$ cat config.mk
export PLATFORM = sky130hd
export DESIGN_NAME = serial_adder
export DESIGN_NICKNAME = d
export VERILOG_FILES = /design/src/rtl/serial_adder.sv
export SDC_FILE = /design/constraint.sdc
export NUM_CORES = 1
export LEC_CHECK = 0
export BUFFER_PORTS_ARGS = -buffer_cell sky130_fd_sc_hd__buf_2
export CAP_MARGIN = 20
export CELL_PAD_IN_SITES_DETAIL_PLACEMENT = 2
export CELL_PAD_IN_SITES_GLOBAL_PLACEMENT = 2
export CORE_AREA = 2 2 74 76
export DETAILED_ROUTE_END_ITERATION = 7
export DIE_AREA = 0 0 76 78
export PLACE_DENSITY = 0.8
export SLEW_MARGIN = 25
export SYNTH_ARGS = -nofsm -noshare
export SYNTH_HDL_FRONTEND = slang
export SYNTH_SLANG_ARGS = --single-unit
$ cat constraint.sdc
create_clock -name clk -period 2.11 [get_ports clk]
set_clock_uncertainty 0.05 [all_clocks]
set_input_delay 0.5275 -clock clk [delete_from_list [all_inputs] [get_ports clk]]
set_output_delay 0.5275 -clock clk [all_outputs]
set_load 0.1 [all_outputs]
$ cat src/rtl/serial_adder.sv
// Bit-serial adder: one full-adder slice plus a carry flop, LSB-first.
// start/busy/done handshake; result is WIDTH cycles after acceptance.
module serial_adder #(
    parameter int WIDTH = 8
) (
    input  logic             clk,
    input  logic             rst,
    input  logic             start,
    input  logic [WIDTH-1:0] a,
    input  logic [WIDTH-1:0] b,
    input  logic             cin,
    output logic             busy,
    output logic             done,
    output logic [WIDTH-1:0] sum,
    output logic             cout
);
    localparam int CW = $clog2(WIDTH) + 1;

    typedef enum logic [1:0] {
        S_IDLE,
        S_RUN,
        S_DONE
    } state_t;

    state_t           r_state;
    state_t           w_state_nx;
    logic [WIDTH-1:0] r_a;
    logic [WIDTH-1:0] r_b;
    logic [WIDTH-1:0] r_part;
    logic [WIDTH-1:0] r_sum;
    logic             r_c;
    logic             r_cout;
    logic [CW-1:0]    r_cnt;

    logic             w_s;
    logic             w_c;
    logic             w_last;
    logic [WIDTH-1:0] w_part_nx;

    assign w_s    = r_a[0] ^ r_b[0] ^ r_c;
    assign w_c    = (r_a[0] & r_b[0]) | (r_b[0] & r_c) | (r_a[0] & r_c);
    assign w_last = (r_cnt == CW'(WIDTH - 1));

    // New bit enters at the MSB, so bit 0 ends up holding s_0.
    generate
        if (WIDTH == 1) begin : g_w1
            assign w_part_nx = w_s;
        end else begin : g_wn
            assign w_part_nx = {w_s, r_part[WIDTH-1:1]};
        end
    endgenerate

    always_ff @(posedge clk) begin
        if (rst) begin
            r_state <= S_IDLE;
        end else begin
            r_state <= w_state_nx;
        end
    end

    always_comb begin
        w_state_nx = r_state;
        unique case (r_state)
            S_IDLE:  if (start) w_state_nx = S_RUN;
            S_RUN:   if (w_last) w_state_nx = S_DONE;
            S_DONE:  w_state_nx = S_IDLE;
            default: w_state_nx = S_IDLE;
        endcase
    end

    always_comb begin
        busy = (r_state != S_IDLE);
        done = (r_state == S_DONE);
    end

    always_ff @(posedge clk) begin
        if (rst) begin
            r_a    <= '0;
            r_b    <= '0;
            r_c    <= 1'b0;
            r_part <= '0;
            r_cnt  <= '0;
            r_sum  <= '0;
            r_cout <= 1'b0;
        end else begin
            unique case (r_state)
                S_IDLE: begin
                    if (start) begin
                        r_a   <= a;
                        r_b   <= b;
                        r_c   <= cin;
                        r_cnt <= '0;
                    end
                end
                S_RUN: begin
                    r_a    <= r_a >> 1;
                    r_b    <= r_b >> 1;
                    r_c    <= w_c;
                    r_part <= w_part_nx;
                    r_cnt  <= r_cnt + CW'(1);
                    if (w_last) begin
                        r_sum  <= w_part_nx;
                        r_cout <= w_c;
                    end
                end
                default: ;
            endcase
        end
    end

    assign sum  = r_sum;
    assign cout = r_cout;
endmodule

# Yosys cells after proc, flatten, opt, wreduce, memory -nomap -nowiden
# Index checks and enable logic that the tools add are counted.
dict set report word_totals {
  register_bits 40
  output_inout_bits 11
  word_cells 38
}
dict set report op_classes {
  add_sub_neg 1
  n_eq_ne 5
  muxes 11
  bitwise_logic 7
  n_reduce_logical 6
}
# cell n
set ops {}
lappend ops {{$pmux 8 s2} 2}
lappend ops {{$mux 8} 2}
lappend ops {{$pmux 4 s2} 1}
lappend ops {{$reduce_and 2->1} 3}
lappend ops {{$add 4x1->4 const B} 1}
lappend ops {{$eq 4x3->1 const B} 1}
lappend ops {{$mux 2} 2}
lappend ops {{$mux 4} 1}
lappend ops {{$ne 2x2->1 const B} 2}
lappend ops {{$pmux 2 s2} 1}
lappend ops {{$reduce_bool 2->1} 2}
lappend ops {{$and 1x1->1} 3}
lappend ops {{$eq 2x1->1 const B} 1}
lappend ops {{$eq 2x2->1 const B} 1}
lappend ops {{$logic_not 2->1} 1}
lappend ops {{$or 1x1->1} 2}
lappend ops {{$pmux 1 s2} 1}
lappend ops {{$xor 1x1->1} 2}
lappend ops {{$mux 1} 1}

# Depth between registers and ports, before layout
dict set report depth {
  word_depth 4
  ltp_mapped 6
  ltp_nobuf 4
}

# Worst setup path after synthesis
# OpenSTA, ideal clock, no wires.
dict set report synth_timing {
  path_type {reg-to-output}
  start {register r_state[1]}
  end {output done}
  t_arrival_ps 1992
  t_required_ps 1532
  slack_ps -460
  path_stages_with_launch 4
  path_buffers 1
  path_cell_list {dfxtp_1 > inv_1 > buf_2 > nor2_1}
}
dict set report synth_between {
  elab_chain_cells 1
}
# item line
set synth_rtl {}
lappend synth_rtl {{start: declaration} 25} ;# state_t r_state;
lappend synth_rtl {{start signal: assignment} 57} ;# r_state <= w_state_nx;
lappend synth_rtl {{$eq 2x2->1} 73} ;# done = (r_state == S_DONE);
lappend synth_rtl {{end: declaration} 13} ;# output logic done,
# No other way between the ends.

# Final worst setup path
# Ends and elaborated chain as after synthesis.

==> qor.csv <==
stage,metric,value,unit
drt,via_per_inst,5.03,
job,maxCapViolations,0,
clock_tree,postCtsHoldBufs,0,
drt,drcViolationCount,0,
global_route,grt_overflow,0,
placement,dp_cells,285,
setup_path,required,1.53,ns
synthesis,ys_ff_latch,39,
sta,fin_crit,1.85,ns
synthesis,synthCells,191,
synthesis,synth_area_per_cell,9.45,sq um
sta,hold_violations,0,
sta,rsz0062_at_grt,false,
synthesis,synthesis.area,1810,sq um
synthesis,ys_types,31,
drt,dr_total_vias,1474,
drt,wl_met3,122,um
setup_path,crit_chain,inv_1 > nor2_2 > buf_12,
clock_tree,cts_setup_buffers,0,
pwr,total_power,1.50,mW
placement,place_congestion,0.763,
clock_tree,cts_buffers,5,
setup_path,worst_ep_arrival_time,1.27,ns
pwr,ir_worst_vdd,0.298,mV
setup_path,cp_max_fo,8,
drt,wl_per_cell,16.1,um
drt,top_layer_used,met4,
clock_tree,insertion_delay,0.29,ns
global_route,grt_pass1_vias,1538,
clock_tree,clockRootBuffer,clkbuf_8,
layout,fin_area,2110,sq um
sta,fin_setup_tns,0,ns
die,core-area,5040,sq um
layout,nFillCells,579,
drt,final_antenna_net_count,0,
clock_tree,clkSlewWorstSetupHoldPaths,0.08,ns
placement,io_buffers,30,
sta,setup_ws,0.262,ns
pwr,p_leak,0.807,nW
layout,nNetsFinal,244,
sta,max_slew.worst_pin.slew,0.477,ns
layout,insertedDiodeCount,0,
die,start_util,35.8,%
sta,fin_crit_sh,87.6,%
global_route,grt_usage,16.7,%
die,die-area,5930,sq um
setup_path,critPathLaunchType,flop,
synthesis,synth_seq_area_share,43.2,%
sta,clock.fmax,0.541,GHz
placement,place_ws,0.555,ns
die,io_pins,31,
drt,wl_met2,2300,um
setup_path,ff2ff_path_depth,4,
drt,wl_met1,2230,um
sta,slew_headroom,68.2,%
die,num_rows,26,
drt,wl,4710,um
layout,utilization,41.8,%
die,die_w,76,um
clock_tree,htreeDepth,2,
drt,drt_first_iter_violations,62,
min_path,min_path_cells,2,
layout,finalNonFillerCells,293,
pwr,power_density,711,nW/um^2
layout,drive_gt1_share,26.0,%
drt,dr.pass1.iters,4,
sta,whs,0.419,ns
clock_tree,clockBufferDepth,2,
die,fp.dieH,78,um
clock_tree,clkSinkCount,39,
global_route,grt_pass1_wl,7910,um
min_path,min_path_type,flop to flop,
setup_path,critical_path_class,flop to primary output,
placement,hpwlAfterDp,3330,um
global_route,grt_max_degree,29,
clock_tree,cts_tree,yes,
layout,synthToLayoutAreaGrowth,16.6,%
sta,slew_viol_final,0,
global_route,antenna_found_initial,0,
synthesis,yosysWarnings,0,
setup_path,crit_path_end_kind,primary output,
placement,placed_area,2020,sq um
setup_path,cp_slowest_cell,dfxtp_1,
sta,setup_violations,0,
synthesis,syn-num-nets,213,
status,status,"finished, final reports clean",
clock_tree,cts_resized,0,
setup_path,slowest_delay,0.47,ns
[power breakdown]
group / switching, mW / total [mW] / internal (mW)
sequential: 0.0256 / 0.796 / 0.770
combinational: 0.117 / 0.205 / 0.0882
clock: 0.263 / 0.496 / 0.232
[cell usage in the layout (no fill, tap or decap), drive strengths merged]
cell,instances
dfxtp,39
nor3b,1
inv,3
ha,1
nand2b,21
o22ai,6
o21ai,1
a31oi,1
a22oi,1
mux2i,10
a32oi,2
and2b,1
nor2,31
a21oi,8
fa,1
o2bb2ai,9
or3,1
a211oi,15
nor3,3
o21ba,1
nand2,16
clkbuf,7
clkinv,1
buf,39
nand3,2
o211a,1
o21bai,1
[cells by family (layout without fill, tap and decap cells)]
logic type,after synthesis,in the layout,synth area share [%]
DFF,39,39,43.2
AOI/OAI and AO/OA,46,46,20.9
buffers and inverters,18,50,7.90
and+or+nand+nor,76,76,20.6
adders and majority gates,2,2,1.80
muxes,10,10,5.54
[final cells by class]
type / count / area (sq um) / share of cell area, %
clock inverter: 1 / 5.00 / 0.238
tap: 70 / 87.6 / 4.16
multi-input combinational: 134 / 885 / 42.0
inverter: 3 / 11.3 / 0.535
sequential: 39 / 781 / 37.1
timing repair buffer: 39 / 260 / 12.4
clock buffer: 7 / 76.3 / 3.62
[metal layers]
layer  vias up  track usage (%)
met5         -                0
met2        26             27.7
li1        722                -
met1       720             22.2
met4         0             5.45
met3         6             2.79
[critical path: cells and delay by family, from the launching register on]
family        cells  cell delay (ns)
simple gates      1             0.18
buf+inv           2             0.32
flops             1             0.47
[synth_stat cells]
library cell	count	share of area [%]
dfxtp_1	39	43
nor2_1	31	6.4
nand2b_1	21	7.3
nand2_1	16	3.3
mux2i_1	10	5.5
a211oi_2	9	6.2
o2bb2ai_1	9	4.4
a21oi_1	8	2.2
a211oi_1	6	2.5
o22ai_1	6	2.1
buf_6	4	2.5
buf_2	3	0.83
buf_4	3	1.2
clkbuf_8	3	2.3
inv_1	3	0.62
a32oi_1	2	0.97
clkbuf_1	2	0.42
nand3_1	2	0.55
nor3_1	2	0.55
a22oi_1	1	0.42
a31oi_1	1	0.35
and2b_2	1	0.49
fa_1	1	1.1
ha_1	1	0.69
nor3_4	1	0.90
nor3b_2	1	0.69
o211a_1	1	0.55
o21ai_0	1	0.28
o21ba_1	1	0.55
o21bai_1	1	0.42
or3_1	1	0.35
[worst paths after layout]
| path | slack [ns] | from | end |
|---|---|---|---|
| worst max register to register | 0.55 | r_state[0] | r_a[6] |
| worst max-delay path | 0.26 | r_state[1] | done |
| worst min register to register | 0.42 | r_part[1] | r_part[1] |
| worst min-delay path | 0.42 | r_part[1] | r_part[1] |
[registers in the layout (all words and copies together), names as in the netlist]
signal	count
r_b	8
r_c	1
r_cnt	4
r_state	2
sum	8
r_a	8
r_part	7
cout	1
(Power assumes the default switching activity.)
